**src/rtl/mc_mem_if.sv**
```systemverilog
// mc_mem_if: IR/MDR memory port of the multi-cycle MIPS core, one req/ack bus transaction per request.
// Optional MEM_ALIGN_CHK_EN: misaligned data accesses are rejected with err instead of being masked.
module mc_mem_if #(
    parameter int unsigned AW          = 32,
    parameter int unsigned DW          = 32,
    parameter int unsigned TIMEOUT_CYC = 255
) (
    input  logic          clk,
    input  logic          rst,
    input  logic          IorD,
    input  logic          IRWrite,
    input  logic          MemRead,
    input  logic          MemWrite,
    input  logic [AW-1:0] pc,
    input  logic [AW-1:0] aluout,
    input  logic [DW-1:0] wdata,
    output logic          mem_req,
    output logic          mem_we,
    output logic [AW-1:0] mem_addr,
    output logic [DW-1:0] mem_wdata,
    input  logic [DW-1:0] mem_rdata,
    input  logic          mem_ack,
    output logic [DW-1:0] instr,
    output logic [5:0]    Op,
    output logic [5:0]    Funct,
    output logic [DW-1:0] mdr,
    output logic          busy,
    output logic          done,
    output logic          err
);

    typedef enum logic [1:0] {StIdle, StReq, StDone} state_e;
    typedef enum logic [1:0] {DstNone, DstIr, DstMdr} dest_e;

    localparam logic [7:0]    TimeoutLast = 8'(TIMEOUT_CYC - 1);
    localparam logic [AW-1:0] WordMask    = ~AW'(3);

    state_e        state_q, state_d;
    dest_e         dest_q, dest_d;
    logic [AW-1:0] addr_q, addr_d;
    logic          we_q, we_d;
    logic [DW-1:0] wdata_q, wdata_d;
    logic [DW-1:0] instr_q, instr_d;
    logic [DW-1:0] mdr_q, mdr_d;
    logic [7:0]    wait_q, wait_d;
    logic          err_q, err_d;
    logic          start;
    logic          misaligned;
    logic [AW-1:0] sel_addr;

    assign start    = (state_q == StIdle) & (IRWrite | MemRead | MemWrite);
    assign sel_addr = IorD ? aluout : pc;

`ifdef MEM_ALIGN_CHK_EN
    assign misaligned = IorD & (aluout[1:0] != 2'b00);
`else
    assign misaligned = 1'b0;
`endif

    always_comb begin
        state_d = state_q;
        dest_d  = dest_q;
        addr_d  = addr_q;
        we_d    = we_q;
        wdata_d = wdata_q;
        instr_d = instr_q;
        mdr_d   = mdr_q;
        wait_d  = wait_q;
        err_d   = err_q;
        unique case (state_q)
            StIdle: begin
                if (start) begin
                    if (misaligned) begin
                        // Rejected before reaching the bus; still reports completion.
                        state_d = StDone;
                        err_d   = 1'b1;
                    end else begin
                        state_d = StReq;
                        addr_d  = sel_addr & WordMask;
                        we_d    = MemWrite;
                        wdata_d = wdata;
                        wait_d  = '0;
                        if (MemWrite) begin
                            dest_d = DstNone;
                        end else if (IRWrite) begin
                            dest_d = DstIr;
                        end else begin
                            dest_d = DstMdr;
                        end
                    end
                end
            end
            StReq: begin
                if (mem_ack) begin
                    state_d = StDone;
                    if (dest_q == DstIr) begin
                        instr_d = mem_rdata;
                    end else if (dest_q == DstMdr) begin
                        mdr_d = mem_rdata;
                    end
                end else if (wait_q == TimeoutLast) begin
                    state_d = StDone;
                    err_d   = 1'b1;
                end else begin
                    wait_d = wait_q + 8'd1;
                end
            end
            StDone:  state_d = StIdle;
            default: state_d = StIdle;
        endcase
    end

    always_ff @(posedge clk or posedge rst) begin
        if (rst) begin
            state_q <= StIdle;
            dest_q  <= DstNone;
            addr_q  <= '0;
            we_q    <= 1'b0;
            wdata_q <= '0;
            instr_q <= '0;
            mdr_q   <= '0;
            wait_q  <= '0;
            err_q   <= 1'b0;
        end else begin
            state_q <= state_d;
            dest_q  <= dest_d;
            addr_q  <= addr_d;
            we_q    <= we_d;
            wdata_q <= wdata_d;
            instr_q <= instr_d;
            mdr_q   <= mdr_d;
            wait_q  <= wait_d;
            err_q   <= err_d;
        end
    end

    // Bus strobes decode straight from the state register so reset drops them immediately.
    assign mem_req   = (state_q == StReq);
    assign mem_we    = we_q & mem_req;
    assign mem_addr  = addr_q;
    assign mem_wdata = wdata_q;
    assign busy      = mem_req | start;
    assign done      = (state_q == StDone);
    assign err       = err_q;
    assign instr     = instr_q;
    assign Op        = instr_q[31:26];
    assign Funct     = instr_q[5:0];
    assign mdr       = mdr_q;

endmodule

```
**config.mk**
```make
export PLATFORM = sky130hd
export DESIGN_NAME = mc_mem_if
export DESIGN_NICKNAME = d
export VERILOG_FILES = /design/src/rtl/mc_mem_if.sv
export SDC_FILE = /design/constraint.sdc
export NUM_CORES = 1
export LEC_CHECK = 0
export ABC_AREA = 0
export BUFFER_PORTS_ARGS = -buffer_cell sky130_fd_sc_hd__buf_2
export CORE_MARGIN = 10
export CORE_UTILIZATION = 25
export CTS_CLUSTER_DIAMETER = 50
export DETAILED_ROUTE_END_ITERATION = 12
export PLACE_DENSITY = 0.56
export SYNTH_ARGS = -nofsm -noshare
export SYNTH_HDL_FRONTEND = slang
export SYNTH_SLANG_ARGS = --single-unit
export TNS_END_PERCENT = 100
```
**constraint.sdc**
```tcl
create_clock -name clk -period 11.4 [get_ports clk]
set_input_delay 1.71 -clock clk [delete_from_list [all_inputs] [get_ports clk]]
set_output_delay 1.71 -clock clk [all_outputs]
set_load 0.03 [all_outputs]
```
== Word-level counts from Yosys, hierarchy flattened ==
Index checks and enable logic that the tools add are counted.
Word-level totals
  bits in latches: 0
  ROM bits: 0
  bits in writable memories: 0
  bits of input ports: 135
  memories: 0
  bits in registers: 140
  output and inout bits: 145
  logic and storage cells: 45
Operators by class
  shift-type cells: 0
  reduce and logical (&&, ||, !) cells: 8
  multiply operators: 0
  $add $sub $neg: 1
  div/mod/pow operators: 0
  magnitude comparators: 0
  equal/unequal tests: 9
  multiplexer cells: 11
  bitwise logic cells: 7
Operators by type and width (count)
  $mux 32: 1
  $mux 8: 3
  $pmux 8 s2: 1
  $mux 2: 5
  $add 8x1->8 const B: 1
  $eq 8x8->1 const B: 1
  $reduce_and 4->1: 2
  $ne 2x2->1 const B: 3
  $reduce_and 3->1: 2
  $eq 2x1->1 const B: 2
  $eq 2x2->1 const B: 2
  $pmux 2 s2: 1
  $reduce_and 2->1: 2
  $ne 3x1->1 const B: 1
  $or 1x1->1: 3
  $and 1x1->1: 2
  $logic_not 2->1: 1
  $not 1->1: 2
  $reduce_bool 2->1: 1

== Depth between registers and ports, before layout ==
  word-level depth: 5
  mapped depth: 6
  depth with buffers taken out: 6

== Worst setup path before layout ==
Ideal clock, no wire load.
  kind: in2out
  start: in IRWrite
  end: out busy
  buffers on the path: 0
  cell stages on the path: 2
  path slack: 7.473 ns
  data arrival time: 2.217 ns
  required time: 9.690 ns
  cell sequence: nor4_2 -> nor2_1
On the way
  longest elaborated chain between the ends: 4
Ends and longest elaborated chain
  from (decl): RTL line 11  | input logic IRWrite,
  $or 1x1->1 (2 in a row): RTL line 51  | assign start = (state_q == StIdle) & (IRWrite | MemRead | MemWrite);
  $and 1x1->1: RTL line 51
  $or 1x1->1: RTL line 142  | assign busy = mem_req | start;
  to (decl): RTL line 27  | output logic busy,
Every way passes these cells.

== Final worst setup path ==
Same ends and word-level chain as after synthesis.

==> run summary <==
The run finished with clean final reports. For the maximum number of pins on one net before global-route repair, the log shows 102. The worst setup path is captured at an output port. The worst min-delay path class is reg2reg. The required time of the critical path came out at 9.69 ns.

Data on the critical path arrives at its endpoint at 2.48 ns. Once layout is done, the placed cells without fillers occupy 8060 sq um. The tools report the H-tree level count as 4. The detailed router placed 4186 vias in this run. The run gives 1.46 mW as the cell-internal power. Synthesis instantiated 40 different standard cells from the library. The run gives 4 as the number of detailed-route iterations in the first pass. The number of antenna violations at the first check in global routing came out at 1. Summed over all failing endpoints, the final setup total negative slack is 0 ns. Setup repair after global routing left no endpoint under its margin. The post-place instance area was 7410 sq um. For the post-placement setup slack, the log shows 7.20 ns. The fraction of registers with async set/reset was 100%; the number of inserted filler cells in the final layout was 2300. From bottom edge to top edge, the die measures 173 microns. The cell count after synthesis came out at 428. Commonest non-fill, non-tap cell in the layout: sky130_fd_sc_hd__buf_2. The core utilization of the finished layout came out at 35.4%.

The number of antenna diodes is 0, and the antenna violation net count after detailed routing is 0. The fraction of the cycle the final worst path needs is 36.8%, and the cts-stage hold buffer count is 0. The run gives 29800 sq um as the floorplan die area. Of the total power, registers draw 32.9%. STA classifies the critical path startpoint as an input port. The tools report the tightest hold margin as 0.465 ns. Final setup slack of the worst path: 7.21 ns. The total overflow reported by the global router was 0. The post-synthesis to final-layout area growth is 38.2%. The net count of the finished layout is 827. Dividing total power by cell area gives a power density of 312 nW/um^2. The final critical path time including I/O delays and setup works out to 4.19 ns. The run gives 127 as the first-iteration detailed-routing DRC count.

Setup violations remaining at the end of the flow were counted as 0. Leaving out filler cells and counting taps, the final layout contains 1016. The primary flip-flop cell chosen by synthesis mapping was sky130_fd_sc_hd__dfrtp_1.

Of all nets on the critical path, the largest fanout is 4. In this run the deepest clock path goes through 2 buffers. Summing every instance area after synthesis gives 5830 sq um. Per report_power, the clock group accounts for 24.4% of the total. Across the VDD grid, the largest voltage drop is 109 uV. The final setup skew is 0.0224 ns, and the relative slew slack is 31.7%. The cell count after placement was 984.

Pin placement for this block handled 280 I/O pins. For the pin with the worst max-slew slack, the measured transition is 1.02 ns. The tools report the count of unresolved DRC violations after routing as 0. Net switching is 42.0% of the power. The count of buffers added on input and output ports is 273.

The width of the die was 173 microns. Register area share after synthesis: 60.1%. The final layout contains routed wiring with a total length of 16200 microns.

The number of global-route vias before repair was 4755; the number of cell rows was 55. The run gives 10.9% as the global router's overall resource usage. Summed over all nets, the switching power comes to 1.06 mW.

The synthesized flop and latch total was 140. The run gives 0 as the buffer count from post-CTS setup fixing. Routability-driven placement finished with a final weighted congestion of 0.695. The critical path in this run is classified as in2out. In this run, the combinational gates consume 42.7% of the power. During synthesis, Yosys emitted a total of 0 warnings.

The clock-pin slew on the worst setup and hold paths came out at 0.06 ns. TritonCTS built the clock tree. Cells with a size suffix above 1 make up 57.0% of the layout. For the total power draw, the log shows 2.52 mW. The root buffer cell chosen for the clock tree is sky130_fd_sc_hd__clkbuf_16. The sequential cells in the finished layout cover a total of 3500 sq um. The tool flagged a number of max-cap violations equal to 0. For the worst-skew pair, the clock arrives at the later sink with an insertion delay of 0.42 ns. The max-slew violation count was 0; the multi-input gate area in the final layout was 2090 sq um. Clock tree synthesis inserted a total of 17 buffers.

The first global-routing pass estimated 26300 microns of wire. Leaving out fill and tap cells, the most frequent cells in the layout are 273 x sky130_fd_sc_hd__buf_2, 140 x sky130_fd_sc_hd__dfrtp_1, 85 x sky130_fd_sc_hd__mux2_2. The per-cell routed wire length is 15.9 microns, and the number of hold violations in the final report is 0. The count of flip-flops with a built-in enable after synthesis is 0, and the via density per instance is 4.12.

Detailed placement finished with a half-perimeter wire length of 12200 microns. Static timing analysis puts the maximum clock frequency at 238 MHz. The average footprint of a synthesized cell came out at 13.6 sq um. In this run the static leakage power is 4.00 nW. In this run, post-CTS repair resized a total of 0 instances. The initial utilization of the core area, before any placement, comes to 25.6%. The core region area was 22800 sq um. The clock net in this run drives a total of 140 sinks.
## cell usage after synthesis, types with 2 or more instances
cell | count | share of area [%]
sky130_fd_sc_hd__o311ai_0 | 2 | 0.30
sky130_fd_sc_hd__mux2_1 | 12 | 2.3
sky130_fd_sc_hd__a21oi_1 | 2 | 0.17
sky130_fd_sc_hd__and2_1 | 2 | 0.21
sky130_fd_sc_hd__clkbuf_1 | 10 | 0.64
sky130_fd_sc_hd__nor3b_4 | 2 | 0.64
sky130_fd_sc_hd__o21ai_0 | 34 | 2.9
sky130_fd_sc_hd__ha_1 | 2 | 0.43
sky130_fd_sc_hd__nand4_1 | 3 | 0.32
sky130_fd_sc_hd__mux2_2 | 85 | 16
sky130_fd_sc_hd__buf_6 | 6 | 1.2
sky130_fd_sc_hd__nand2_1 | 39 | 2.5
sky130_fd_sc_hd__nor2_1 | 3 | 0.19
sky130_fd_sc_hd__nand3_1 | 3 | 0.26
sky130_fd_sc_hd__inv_1 | 6 | 0.39
sky130_fd_sc_hd__dfrtp_1 | 140 | 60
sky130_fd_sc_hd__buf_4 | 14 | 1.8
sky130_fd_sc_hd__o41ai_1 | 2 | 0.30
sky130_fd_sc_hd__buf_2 | 4 | 0.34
sky130_fd_sc_hd__and3_1 | 3 | 0.32
sky130_fd_sc_hd__o31ai_1 | 2 | 0.26
sky130_fd_sc_hd__nand2b_1 | 2 | 0.21
sky130_fd_sc_hd__mux2i_1 | 33 | 5.7
## path summary, 6_finish.rpt
path,to,cells after the start,startpoint,slack [ns]
min in group asynchronous,mem_wdata[1],2,rst,1.48
min reg2reg,wait_q[7],1,wait_q[7],0.46
max in group asynchronous,mem_addr[2],3,rst,8.76
max reg2reg,mdr[4],6,state_q[1],9.28
max,busy,4,IRWrite,7.21
min,wait_q[7],1,wait_q[7],0.46
## final cells by class
class,instances,share of cell area [%]
flip-flops and latches,140,43.5
multi-input cells,247,25.9
repair buffers,277,17.3
clock buffers,22,5.76
well taps,313,4.86
clock inverters,10,2.31
inverters,7,0.388
## state kept, by name, summed over array words and instances (netlist names)
signal and cells:
dest_q 2, err 1, instr 32, mdr 32
mem_addr 30, mem_wdata 32, state_q 2, wait_q 8
we_q 1
## worst max-delay path, stage by stage
cell,delay [ns]
sky130_fd_sc_hd__buf_2,0.14
sky130_fd_sc_hd__nor4_2,0.34
sky130_fd_sc_hd__nor2_1,0.09
sky130_fd_sc_hd__buf_2,0.20
## layer usage
metal  up-vias  track usage (%)  part of all wire [%]
met2       188             17.4                    47
met1      1973             12.5                    42
met5         -                0                  0.12
met3        11             5.47                   9.8
met4         2             3.27                  0.98
li1       2012                -                     -
## power groups by stage
stage / logic, mW / registers (mW) / clock network (mW)
2_1_floorplan: 0.345 / 1.26 / 0
3_3_place_gp: 1.09 / 0.831 / 0
3_5_place_dp: 1.10 / 0.838 / 0
4_1_cts: 1.10 / 0.832 / 0.641
5_1_grt: 1.15 / 0.864 / 0.662
6_report: 1.07 / 0.827 / 0.614
## kinds of logic (layout without fill, tap and decap cells)
group	after synthesis	in the layout	synth area share, %
compound gates	47	47	4.70
fa+ha+maj	2	2	0.429
buf+inv	42	316	4.46
flops	140	140	60.1
mux	130	130	24.4
other cells	1	2	0.0643
simple gates	66	66	5.88
No activity file was read; power rests on OpenSTA's default activity.
